[config.mk]
export PLATFORM = sky130hd
export DESIGN_NAME = io_bridge
export DESIGN_NICKNAME = d
export VERILOG_FILES = /design/src/rtl/io_bridge_pkg.sv /design/src/rtl/io_timer.sv /design/src/rtl/io_bridge.sv
export SDC_FILE = /design/constraint.sdc
export NUM_CORES = 1
export LEC_CHECK = 0
export CAP_MARGIN = 25
export CORE_MARGIN = 2
export CORE_UTILIZATION = 51
export CTS_CLUSTER_DIAMETER = 50
export DETAILED_ROUTE_END_ITERATION = 8
export GPL_ROUTABILITY_DRIVEN = 1
export PLACE_DENSITY = 0.77
export SKIP_CTS_REPAIR_TIMING = 1
export SYNTH_ARGS = -nofsm -noshare
export SYNTH_HDL_FRONTEND = slang
export SYNTH_SLANG_ARGS = --single-unit
[constraint.sdc]
create_clock -name clk -period 2.56 [get_ports clk]
set_input_delay 0.64 -clock clk [delete_from_list [all_inputs] [get_ports clk]]
set_output_delay 0.64 -clock clk [all_outputs]
set_load 0.01 [all_outputs]
[src/rtl/io_bridge_pkg.sv]
// rtl/io_bridge_pkg.sv - shared constants and types for the timer I/O bridge
package io_bridge_pkg;

  // Default byte base addresses of the two timers (16-byte aligned windows)
  localparam logic [31:0] T0_BASE_DEF = 32'h0000_7F00;
  localparam logic [31:0] T1_BASE_DEF = 32'h0000_7F10;

  // Register index inside a timer window (byte address bits 3:2)
  localparam logic [1:0] REG_CTRL   = 2'd0;
  localparam logic [1:0] REG_PRESET = 2'd1;
  localparam logic [1:0] REG_COUNT  = 2'd2;

  // CTRL bit positions
  localparam int CTRL_EN      = 0;
  localparam int CTRL_MODE_LO = 1;
  localparam int CTRL_MODE_HI = 2;
  localparam int CTRL_IM      = 3;

  // MODE encoding; every value other than auto-reload behaves as one-shot
  localparam logic [1:0] MODE_AUTO = 2'b01;

  typedef enum logic [1:0] {
    IDLE = 2'd0,
    LOAD = 2'd1,
    CNT  = 2'd2,
    INT  = 2'd3
  } timer_state_t;

  // Window tag of a byte base address: the bits that select a timer
  function automatic logic [27:0] base_tag(input logic [31:0] base);
    return base[31:4];
  endfunction

endpackage

[src/rtl/io_timer.sv]
// rtl/io_timer.sv - one down-counting timer: CTRL/PRESET/COUNT, FSM and irq flag
module io_timer
  import io_bridge_pkg::*;
(
  input  logic        clk,
  input  logic        rst,
  input  logic        we_ctrl,
  input  logic        we_preset,
  input  logic [31:0] wd,
  output logic [3:0]  ctrl,
  output logic [31:0] preset,
  output logic [31:0] count,
  output logic        irq
);

  timer_state_t state;

  logic       en;
  logic [1:0] mode;

  assign en   = ctrl[CTRL_EN];
  assign mode = ctrl[CTRL_MODE_HI:CTRL_MODE_LO];

  // Timer FSM plus CPU register writes; CPU writes are applied last so they win
  always_ff @(posedge clk or negedge rst) begin
    if (!rst) begin
      state  <= IDLE;
      ctrl   <= 4'h0;
      preset <= 32'h0;
      count  <= 32'h0;
      irq    <= 1'b0;
    end else begin
      unique case (state)
        IDLE: begin
          if (en) state <= LOAD;
        end
        LOAD: begin
          count <= preset;
          state <= CNT;
        end
        CNT: begin
          if (!en) begin
            state <= IDLE;
          end else if (count > 32'd1) begin
            count <= count - 32'd1;
          end else begin
            count <= 32'h0;
            irq   <= 1'b1;
            state <= INT;
          end
        end
        INT: begin
          // Auto-reload keeps EN so IDLE relaunches the count next cycle
          if (mode != MODE_AUTO) ctrl[CTRL_EN] <= 1'b0;
          state <= IDLE;
        end
        default: state <= IDLE;
      endcase

      if (we_ctrl)   ctrl   <= wd[3:0];
      if (we_preset) preset <= wd;
      if (we_ctrl || we_preset) irq <= 1'b0;
    end
  end

endmodule

[src/rtl/io_bridge.sv]
// rtl/io_bridge.sv - CPU peripheral bus decode, read mux and interrupt collection for two timers
module io_bridge
  import io_bridge_pkg::*;
#(
  parameter logic [31:0] T0_BASE = T0_BASE_DEF,
  parameter logic [31:0] T1_BASE = T1_BASE_DEF
) (
  input  logic        clk,
  input  logic        rst,
  input  logic [31:2] PrAddr,
  input  logic [31:0] PrWD,
  input  logic        WeCPU,
  output logic [31:0] PrRD,
  output logic [7:2]  HWInt
);

  logic       sel0, sel1;
  logic [1:0] reg_idx;

  logic [3:0]  ctrl0, ctrl1;
  logic [31:0] preset0, preset1;
  logic [31:0] count0, count1;
  logic        irq0, irq1;

  logic we_ctrl0, we_preset0, we_ctrl1, we_preset1;

  // Word address bits 31:4 pick the timer window, bits 3:2 the register
  assign sel0    = (PrAddr[31:4] == base_tag(T0_BASE));
  assign sel1    = (PrAddr[31:4] == base_tag(T1_BASE));
  assign reg_idx = PrAddr[3:2];

  // Only CTRL and PRESET are writable; COUNT and register 3 ignore writes
  assign we_ctrl0   = WeCPU && sel0 && (reg_idx == REG_CTRL);
  assign we_preset0 = WeCPU && sel0 && (reg_idx == REG_PRESET);
  assign we_ctrl1   = WeCPU && sel1 && (reg_idx == REG_CTRL);
  assign we_preset1 = WeCPU && sel1 && (reg_idx == REG_PRESET);

  io_timer u_timer0 (
    .clk       (clk),
    .rst       (rst),
    .we_ctrl   (we_ctrl0),
    .we_preset (we_preset0),
    .wd        (PrWD),
    .ctrl      (ctrl0),
    .preset    (preset0),
    .count     (count0),
    .irq       (irq0)
  );

  io_timer u_timer1 (
    .clk       (clk),
    .rst       (rst),
    .we_ctrl   (we_ctrl1),
    .we_preset (we_preset1),
    .wd        (PrWD),
    .ctrl      (ctrl1),
    .preset    (preset1),
    .count     (count1),
    .irq       (irq1)
  );

  // Zero-latency read mux; anything unmapped reads as zero
  always_comb begin
    PrRD = 32'h0;
    if (sel0) begin
      case (reg_idx)
        REG_CTRL:   PrRD = {28'h0, ctrl0};
        REG_PRESET: PrRD = preset0;
        REG_COUNT:  PrRD = count0;
        default:    PrRD = 32'h0;
      endcase
    end else if (sel1) begin
      case (reg_idx)
        REG_CTRL:   PrRD = {28'h0, ctrl1};
        REG_PRESET: PrRD = preset1;
        REG_COUNT:  PrRD = count1;
        default:    PrRD = 32'h0;
      endcase
    end
  end

  assign HWInt = {4'b0000, ctrl1[CTRL_IM] & irq1, ctrl0[CTRL_IM] & irq0};

endmodule

==> impl_metrics.yaml, run 1 <==
sta:
  finalHoldViolations: 0
  drv_slew: 0
  max_slew_margin: 0.537
  rsz0062_at_grt: "true"
  tightestPinTransition_ps: 694
  layout_min_cycle_time_ps: 2860
  setup_viol: 85
  post-route-worst-setup-slack_ps: -303
  finalSetupTns_ps: -9870
  finClkSkew_ps: 7.84
  fin_hold_ws_ps: 162
  fin_crit_sh: 1.12
  fmax_ghz: 0.349
global_route:
  antenna_found_initial: 0
  grt_max_degree: 55
  grt_pass1_wl_microns: 45600
  grt-ovfl-total: 0
  grt_pass1_vias: 8094
  grt_usage: 0.354
placement:
  place_hpwl_microns: 21000
  gp_congestion: 0.977
  place_inst: 1241
  port_buffers: 98
critical_path:
  rrSetupSlack_ps: -130
  cp_data_arrival_time_ps: 2220
  cpPeakStageDelay_ps: 510
  rr_endpoint: "u_timer1.count[26]$_DFFE_PN0P_"
  crit_required_ps: 1920
  crit_path_start_kind: "primary input"
  path_cells: "clkbuf_2, nor4_2, nand4_1, or3_4, a21o_1, a211oi_2, buf_2"
  cp_slowest_cell: "or3_4"
  rr_worst_depth: 6
  worstPathMaxFanout: 7
  timing.rr.start: "u_timer1.count[12]$_DFFE_PN0P_"
  cp-end-kind: "primary output"
  worstSetupPathType: "primary input to primary output"
synthesis:
  async_flop_share: 1.00
  synth_top_area_frac: 0.436
  yosysUniqueCellTypes: 54
  postSynthCellCount: 841
  synthTopCellsByArea: "dfrtp_1 (44%), mux2_2 (9.4%), a221oi_1 (6.3%)"
  synth_edf_count: 0
  synth_compound_area_frac: 0.212
  yosys.area_share.simple: 0.192
  ys_ff_latch: 142
  yosysTopAreaCell: "dfrtp_1"
  yosysSeqAreaShare: 0.436
  avgSynthCellArea_sq_um: 9.68
  synth_top_family_by_area: "compound AO/OA/AOI/OAI gates"
  synth_mux_area_frac: 0.112
  synth_flop_cell: "dfrtp_1"
  ys_warn_count: 0
  synth-xor-area-share: 0
  synth_fa_ha_area_frac: 0.00615
  synth_area_sq_um: 8140
clock_network:
  htreeDepth: 4
  insertion_delay_ps: 430
  root_buffer: "clkbuf_16"
  clk_pin_slew_ps: 60
  tritoncts: "done"
  numCtsBuffers: 17
  clock-sinks: 142
  cts.path.max_buffers: 2
power:
  p_int_mw: 4.02
  power_frac_seq: 0.427
  p_comb_frac: 0.086
  clkPwrFrac: 0.487
  p_per_area_nw_per_um2: 437
  p_sw_mw: 1.24
  p_leak_nw: 5.91
  swShare: 0.235
  vdd.ir_drop.worst_v: 0.000481
finish:
  syn2layout_area_growth_pct: 47.6
  fin_cells: 1293
  final_nets: 1133
  finish.utilization: 0.762
  drive_above_1_share: 0.414
  final_cell_mix: "dfrtp_1 (142), buf_4 (136), mux2_2 (68)"
  fillCellCount: 1046
  diodes: 0
  final_common_cell: "dfrtp_1"
floorplan:
  io-pin-count: 103
  std_cell_rows: 46
  die_h_microns: 130
  initial_core_util: 0.516
  fp.coreArea_sq_um: 15800
  fp.dieW_microns: 130
  dieArea_sq_um: 17000
status:
  violations: "negative setup slack"
  status: "complete, but fails checks"
route:
  vias_per_cell: 6.90
  ant_nets: 0
  drt-wirelength-per-cell_microns: 25.0
  drtIter0Drc: 1339
  drc: 0
  vias: 8928
  dr.pass1.iters: 9
  wl_microns: 32300
flow_run:
  cap_violations: 0
worst_hold_path:
  hold_path.class: "primary input to async pin"
-- synthesized netlist by cell type, types with 3 or more instances --
master	instances
dfrtp_1	142
mux2_2	68
a221oi_1	59
clkbuf_1	58
a21oi_1	50
nand2_1	48
nor3_1	46
nor2_1	38
nand3_1	37
o21ai_0	37
and3_1	23
nor4_1	21
o311ai_0	17
o211ai_1	16
or3_1	15
inv_1	12
mux2i_1	12
o31ai_1	11
a221o_1	9
nand2b_1	9
or4_1	9
nor2b_1	8
or2_2	8
o221ai_1	7
a22oi_1	6
a31oi_1	6
and2_1	6
buf_4	6
or4_4	6
a211oi_1	5
nand4_1	5
a21o_1	4
ha_1	4
buf_1	3
nor3b_1	3
o22ai_1	3
-- per-stage QoR --
stage | area (sq um) | worst slack, ps | total power, mW
final | 12000 | -303 | 5.25
after global routing | 12000 | -336 | 5.36
after CTS | 11300 | -1160 | 5.21
after detailed placement | 10700 | -1160 | 2.69
after global placement | 10700 | -1160 | 2.69
after floorplan | 8500 | -67.7 | 2.39
-- metal layers --
metal	up-vias	global-route usage	share of wire
li1	3747	-	-
met1	4313	0.475	0.38
met3	161	0.0738	0.10
met5	-	0	0
met4	0	0.159	0.053
met2	707	0.559	0.46
-- power groups by stage --
stage | sequential [mW] | combinational, mW | clock [mW]
floorplan | 2.29 | 0.108 | 0
detailed placement | 2.29 | 0.407 | 0
finish | 2.24 | 0.452 | 2.56
global route | 2.24 | 0.470 | 2.65
CTS | 2.24 | 0.410 | 2.56
global placement | 2.29 | 0.405 | 0
-- cells by family after synthesis --
| family | count (synthesis) |
|---|---|
| and+or+nand+nor | 290 |
| AOI/OAI and AO/OA | 240 |
| DFF | 142 |
| buffers and inverters | 82 |
| muxes | 82 |
| adders and majority gates | 4 |
| other | 1 |
-- state kept, by name, summed over array words and instances, names as in the netlist --
signal           cells
u_timer0.ctrl        4
u_timer1.preset     32
u_timer0.state       2
u_timer1.irq         1
u_timer0.count      32
u_timer1.state       2
u_timer1.count      32
u_timer0.irq         1
u_timer1.ctrl        4
u_timer0.preset     32
-- layout make-up --
cell class              instances  area [sq um]  area share
clock buffers                  20           457      0.0380
clock inverters                12           143      0.0119
inverters                      13          48.8     0.00406
multi-input cells             621          5160       0.430
flip-flops and latches        142          3550       0.296
well taps                     216           270      0.0225
repair buffers                269          2380       0.198
-- worst max-delay path, delay by kind of cell --
kind	cells	cell delay, ps
compound gates	2	400
simple gates	3	910
buf+inv	2	260
-- how the worst max path moves through the flow --
stage	end	from	cells after the start
3_3_place_gp	PrRD[16]	PrAddr[8]	7
2_1_floorplan	PrRD[6]	PrAddr[6]	6
3_5_place_dp	PrRD[12]	PrAddr[8]	7
5_1_grt	PrRD[1]	PrAddr[28]	7
6_report	PrRD[1]	PrAddr[27]	7
4_1_cts	PrRD[12]	PrAddr[8]	7
(Power assumes the default switching activity.)
==> run 2: changes to the inputs <==
Settings changed: SLEW_MARGIN from default to 10.
==> results of run 2 <==
The final DEF is identical to that of run 1; final timing and power are the same.
